===== src/rtl/cmsdk_ahb_to_apb_async_apb_if_pkg.sv =====
// Shared types and widths for the APB side of the AHB-to-APB async bridge.
// Holds the FSM encoding, the APB field widths and the strobe helper.
package cmsdk_ahb_to_apb_async_apb_if_pkg;

  localparam int APB_DATA_W = 32;
  localparam int APB_STRB_W = 4;
  localparam int APB_PROT_W = 3;

  typedef enum logic [1:0] {
    ST_IDLE   = 2'd0,
    ST_SETUP  = 2'd1,
    ST_ACCESS = 2'd2
  } apb_state_e;

  // Reads never present byte strobes on the bus.
  function automatic logic [APB_STRB_W-1:0] apb_strb(input logic                  write,
                                                     input logic [APB_STRB_W-1:0] strb);
    return write ? strb : '0;
  endfunction

endpackage


===== src/rtl/cmsdk_ahb_to_apb_async_syn.sv =====
// Two-flop synchronizer for a single level/toggle signal crossing into clk.
// The enable is normally tied high; it only gates both stages together.
module cmsdk_ahb_to_apb_async_syn (
  input  logic clk,
  input  logic resetn,
  input  logic en_i,
  input  logic d_i,
  output logic q_o
);

  logic sync1_q;
  logic sync2_q;

  always_ff @(posedge clk or negedge resetn) begin
    if (!resetn) begin
      sync1_q <= 1'b0;
      sync2_q <= 1'b0;
    end else if (en_i) begin
      sync1_q <= d_i;
      sync2_q <= sync1_q;
    end
  end

  assign q_o = sync2_q;

endmodule


===== src/rtl/cmsdk_ahb_to_apb_async_apb_if.sv =====
// APB-domain half of the async AHB-to-APB bridge: turns a synchronized request
// toggle into one APB transfer and answers with an ack toggle plus response.
module cmsdk_ahb_to_apb_async_apb_if
  import cmsdk_ahb_to_apb_async_apb_if_pkg::*;
#(
  parameter int ADDR_WIDTH = 16
) (
  input  logic                  clk,
  input  logic                  resetn,
  input  logic                  req_tog,
  input  logic [ADDR_WIDTH-1:0] req_addr,
  input  logic                  req_write,
  input  logic [APB_DATA_W-1:0] req_wdata,
  input  logic [APB_STRB_W-1:0] req_strb,
  input  logic [APB_PROT_W-1:0] req_prot,
  output logic                  ack_tog,
  output logic [APB_DATA_W-1:0] rsp_rdata,
  output logic                  rsp_err,
  output logic                  PSEL,
  output logic                  PENABLE,
  output logic                  PWRITE,
  output logic [ADDR_WIDTH-1:0] PADDR,
  output logic [APB_DATA_W-1:0] PWDATA,
  output logic [APB_STRB_W-1:0] PSTRB,
  output logic [APB_PROT_W-1:0] PPROT,
  input  logic                  PREADY,
  input  logic [APB_DATA_W-1:0] PRDATA,
  input  logic                  PSLVERR
);

  logic req_sync;

  cmsdk_ahb_to_apb_async_syn u_req_syn (
    .clk    (clk),
    .resetn (resetn),
    .en_i   (1'b1),
    .d_i    (req_tog),
    .q_o    (req_sync)
  );

  apb_state_e            state_q,    state_d;
  logic                  req_seen_q, req_seen_d;
  logic                  ack_tog_q,  ack_tog_d;
  logic [APB_DATA_W-1:0] rdata_q,    rdata_d;
  logic                  err_q,      err_d;
  logic                  psel_q,     psel_d;
  logic                  penable_q,  penable_d;
  logic                  pwrite_q,   pwrite_d;
  logic [ADDR_WIDTH-1:0] paddr_q,    paddr_d;
  logic [APB_DATA_W-1:0] pwdata_q,   pwdata_d;
  logic [APB_STRB_W-1:0] pstrb_q,    pstrb_d;
  logic [APB_PROT_W-1:0] pprot_q,    pprot_d;

  always_ff @(posedge clk or negedge resetn) begin
    if (!resetn) begin
      state_q    <= ST_IDLE;
      req_seen_q <= 1'b0;
      ack_tog_q  <= 1'b0;
      rdata_q    <= '0;
      err_q      <= 1'b0;
      psel_q     <= 1'b0;
      penable_q  <= 1'b0;
      pwrite_q   <= 1'b0;
      paddr_q    <= '0;
      pwdata_q   <= '0;
      pstrb_q    <= '0;
      pprot_q    <= '0;
    end else begin
      state_q    <= state_d;
      req_seen_q <= req_seen_d;
      ack_tog_q  <= ack_tog_d;
      rdata_q    <= rdata_d;
      err_q      <= err_d;
      psel_q     <= psel_d;
      penable_q  <= penable_d;
      pwrite_q   <= pwrite_d;
      paddr_q    <= paddr_d;
      pwdata_q   <= pwdata_d;
      pstrb_q    <= pstrb_d;
      pprot_q    <= pprot_d;
    end
  end

  // The request fields are only sampled on the IDLE->SETUP step, so the bus
  // keeps the last transfer's values whenever PSEL is low.
  always_comb begin
    state_d    = state_q;
    req_seen_d = req_seen_q;
    ack_tog_d  = ack_tog_q;
    rdata_d    = rdata_q;
    err_d      = err_q;
    psel_d     = psel_q;
    penable_d  = penable_q;
    pwrite_d   = pwrite_q;
    paddr_d    = paddr_q;
    pwdata_d   = pwdata_q;
    pstrb_d    = pstrb_q;
    pprot_d    = pprot_q;

    case (state_q)
      ST_IDLE: begin
        if (req_sync != req_seen_q) begin
          state_d  = ST_SETUP;
          psel_d   = 1'b1;
          pwrite_d = req_write;
          paddr_d  = req_addr;
          pwdata_d = req_wdata;
          pstrb_d  = apb_strb(req_write, req_strb);
          pprot_d  = req_prot;
        end
      end
      ST_SETUP: begin
        state_d   = ST_ACCESS;
        penable_d = 1'b1;
      end
      ST_ACCESS: begin
        if (PREADY) begin
          if (!pwrite_q) begin
            rdata_d = PRDATA;
          end
          err_d      = PSLVERR;
          ack_tog_d  = ~ack_tog_q;
          req_seen_d = req_sync;
          psel_d     = 1'b0;
          penable_d  = 1'b0;
          state_d    = ST_IDLE;
        end
      end
      default: begin
        state_d   = ST_IDLE;
        psel_d    = 1'b0;
        penable_d = 1'b0;
      end
    endcase
  end

  assign ack_tog   = ack_tog_q;
  assign rsp_rdata = rdata_q;
  assign rsp_err   = err_q;
  assign PSEL      = psel_q;
  assign PENABLE   = penable_q;
  assign PWRITE    = pwrite_q;
  assign PADDR     = paddr_q;
  assign PWDATA    = pwdata_q;
  assign PSTRB     = pstrb_q;
  assign PPROT     = pprot_q;

endmodule


===== config.mk =====
export PLATFORM = sky130hd
export DESIGN_NAME = cmsdk_ahb_to_apb_async_apb_if
export DESIGN_NICKNAME = d
export VERILOG_FILES = /design/src/rtl/cmsdk_ahb_to_apb_async_apb_if_pkg.sv /design/src/rtl/cmsdk_ahb_to_apb_async_syn.sv /design/src/rtl/cmsdk_ahb_to_apb_async_apb_if.sv
export SDC_FILE = /design/constraint.sdc
export NUM_CORES = 1
export LEC_CHECK = 0
export BUFFER_PORTS_ARGS = -buffer_cell sky130_fd_sc_hd__buf_2
export CORE_AREA = 2 2 99 101
export DETAILED_ROUTE_END_ITERATION = 12
export DIE_AREA = 0 0 101 103
export PLACE_DENSITY = 0.74
export SETUP_SLACK_MARGIN = 0.15
export SYNTH_ARGS = -nofsm -noshare
export SYNTH_HDL_FRONTEND = slang
export SYNTH_SLANG_ARGS = --single-unit

===== constraint.sdc =====
create_clock -name clk -period 2.95 [get_ports clk]
set_input_delay 0.1475 -clock clk [delete_from_list [all_inputs] [get_ports clk]]
set_output_delay 0.1475 -clock clk [all_outputs]
set_load 0.005 [all_outputs]

==> run_results.csv <==
group,metric,value,unit
status,outcome,"finished, final reports clean",
sta,worst_pin_slew,0.678,ns
grt,overall_track_demand_over_capacity_in_global_routing,15.3,%
sta,finalSetupViolCount,0,
grt,grt_antenna_before_repair,0,
sta,clock-skew-final,0.00411,ns
power,powerDensity,1010,nW/um2
power,p_leak,0.00260,uW
power,worst_ir_drop_vdd,0.394,mV
synth,syn-cell-area,3660,um2
synth,yosys_most_used_dff,"sky130_fd_sc_hd__dfrtp_1",
grt,global_route.overflow_total,0,
cells_and_area,final_layout_size_suffix_gt1_share,65.8,%
floorplan,dieHeight,103,um
grt,grt_pass1_vias,2537,
cells_and_area,finalNonFillerCells,550,
drt,drt_iter0_drc,55,
floorplan,die_width,101,um
synth,seq_area_frac_synth,66.3,%
clocking,buffers_inserted_by_post_cts_timing_repair,0,
critical_path,critical_path_class,"flop to flop",
floorplan,core_area,9460,um2
synth,synthDominantAreaCellType,"sky130_fd_sc_hd__dfrtp_1",
clocking,clock_tree.buffer_depth,2,
sta,fin_tns_setup,0,ns
critical_path,cp-start-kind,"flop",
sta,post-route-min-period,1.89,ns
power,combPwrFrac,40.9,%
critical_path,critical_path_arrival,2.13,ns
cells_and_area,insertedDiodeCount,0,
critical_path,worstPathRequired,3.19,ns
sta,final.period_utilization,64.2,%
floorplan,fp.dieArea,10400,um2
floorplan,initial_core_utilization,38.7,%
sta,grt_setup_unrepaired,"false",
drt,wl_per_cell,14.7,um
power,clock_power_share,14.1,%
sta,worst_hold_slack,0.0215,ns
critical_path,cp_max_fo,24,
drt,vias,2528,
clocking,cts_tree,"built",
job,max-cap-violations,0,
synth,synth-edff-count,0,
clocking,path_clk_slew,0.09,ns
clocking,htree_num_levels,3,
sta,fmax,0.528,GHz
critical_path,endpoint_kind,"flop",
clocking,worstSkewPairLatency,0.35,ns
synth,ys.warnings.count,0,
sta,timing.max_slew.rel_slack,54.8,%
drt,post-route-drc-count,0,
critical_path,worstPathCellList,"xnor2_1 > or3_2 > buf_4 > mux2_4",
synth,synth.lib_cells_used.distinct,16,
synth,synth_area_per_cell,16.9,um2
sta,timing_max_transition_violations_final,0,
synth,yosys_register_bits,97,
synth,post_synth_inst_count,217,
grt,maximum_number_of_pins_on_one_net_before_global_route_repair,52,
drt,detail_route.first_pass.iterations,7,
power,internal_power,3630,uW
power,sw_frac_of_total,30.1,%
clocking,ctsRootBufferMaster,"sky130_fd_sc_hd__clkbuf_8",
placed_design,final_replace_weighted_congestion,0.711,
critical_path,cp_slowest_cell,"sky130_fd_sc_hd__or3_2",
synth,synth_most_common_cell,"sky130_fd_sc_hd__dfrtp_1",
critical_path,cp_slowest_stage_delay,0.58,ns
power,seq_power_share,44.9,%
cells_and_area,layout-area-overhead-vs-synth,40.3,%
cells_and_area,fillCellCount,811,
critical_path,crit_buf_inv,1,
cells_and_area,final_net_count,527,
floorplan,design.portCount,185,
synth,synth_area_leaders,"sky130_fd_sc_hd__dfrtp_1 66%, sky130_fd_sc_hd__mux2_2 22%, sky130_fd_sc_hd__mux2_4 5.7%",
power,net-switching-power,1560,uW
floorplan,num_rows,36,
critical_path,crit_family,"simple AND/OR/NAND/NOR gates",
synth,synthDominantCellAreaShare,66.3,%
grt,grt_first_pass_wirelength,12100,um
drt,drtAntennaViolNets,0,
clocking,num_clock_sinks,97,
synth,synth-async-reset-ratio,100,%
min_path,timing.hold.worst.class,"primary input to flop",
placed_design,numPlacedInstances,509,
placed_design,count_of_port_buffers_added_during_placement,184,
drt,via_per_inst,4.60,
sta,finalHoldViolations,0,
synth,syn-num-nets,310,
synth,synth_common_cells,"97 x sky130_fd_sc_hd__dfrtp_1, 72 x sky130_fd_sc_hd__mux2_2, 14 x sky130_fd_sc_hd__mux2_4",
placed_design,dp_wirelength,5560,um
drt,postRouteWirelength,8080,um
clocking,cts_made_buffers,9,
[registers in the layout, summed over array words and instances (netlist names)]
signal and count:
PADDR 16, PENABLE 1, PPROT 3, PSEL 1
PSTRB 4, PWDATA 32, PWRITE 1, ack_tog 1
req_seen_q 1, rsp_err 1, rsp_rdata 32, state_q 2
u_req_syn.q_o 1, u_req_syn.sync1_q 1
[per-layer routing]
metal  part of all wire [%]  routed length (um)  global-route usage, %  vias up
li1                       -                   -                      -     1178
met1                     40                3200                   16.6     1239
met2                     52                4180                   27.3       96
met3                    6.6                 532                   4.07       15
met4                    2.1                 172                   8.63        0
met5                      0                   0                      0        -
[power by group through the flow]
stage          Sequential, uW  Combinational [uW]  Clock, uW
2_1_floorplan            2400                1180          0
3_3_place_gp             2320                2070          0
3_5_place_dp             2350                2130          0
4_1_cts                  2330                2160        764
5_1_grt                  2420                2330        816
6_report                 2330                2120        733
[kinds of logic (layout without fill, tap and decap cells)]
kind of cell / count (synthesis) / count (layout) / synth area share [%]
muxes: 91 / 91 / 29.3
xor gates and xnor gates: 2 / 2 / 0.479
AOI/OAI and AO/OA: 2 / 2 / 0.342
buffers and inverters: 15 / 234 / 2.36
and+or+nand+nor: 10 / 10 / 1.26
DFF: 97 / 97 / 66.3
[repair_timing]
item,4_1_cts,5_1_grt
hold buffers,27,1
endpoints found under the hold margin,76,1
gates resized for setup,0,0
[worst paths after layout]
path | from | to | slack [ns] | cells after the start
max | u_req_syn.q_o | PADDR[8] | 1.06 | 4
max reg2reg | u_req_syn.q_o | PADDR[8] | 1.06 | 4
max in group asynchronous | resetn | PWDATA[9] | 1.87 | 3
min reg2reg | u_req_syn.sync1_q | u_req_syn.q_o | 0.37 | 0
min | req_wdata[12] | PWDATA[12] | 0.02 | 2
min in group asynchronous | resetn | rsp_rdata[20] | 0.37 | 2
[metrics by stage]
step	cell area, um2	util, %	setup WS (ns)	power, uW
after floorplan	3660	-	1.36	3580
after global placement	4710	49.7	1.11	4390
after detailed placement	4710	49.7	1.06	4480
after CTS	5130	54.2	1.05	5250
after global routing	5140	54.3	0.990	5570
final	5140	54.3	1.06	5190
[cell type report]
cell class                 count  area, um2  area share, %
clock inverter                 1       5.00         0.0974
multi-input combinational    105       1150           22.4
tap                          114        143           2.78
timing repair buffer         216       1250           24.3
clock buffer                  12        145           2.83
sequential                    97       2430           47.3
inverter                       5       18.8          0.365
[layout by cell type (no fill, tap or decap), drive strengths merged]
| cell type | n |
|---|---|
| mux2 | 86 |
| clkbuf | 12 |
| buf | 188 |
| nand3b | 1 |
| nand2 | 6 |
| nand2b | 1 |
| nor2 | 1 |
| xnor2 | 2 |
| dfrtp | 97 |
| o21ai | 1 |
| mux2i | 5 |
| clkinv | 1 |
| inv | 5 |
| dlygate4sd3 | 28 |
| or3 | 1 |
| o21a | 1 |
(Power assumes the default switching activity.)
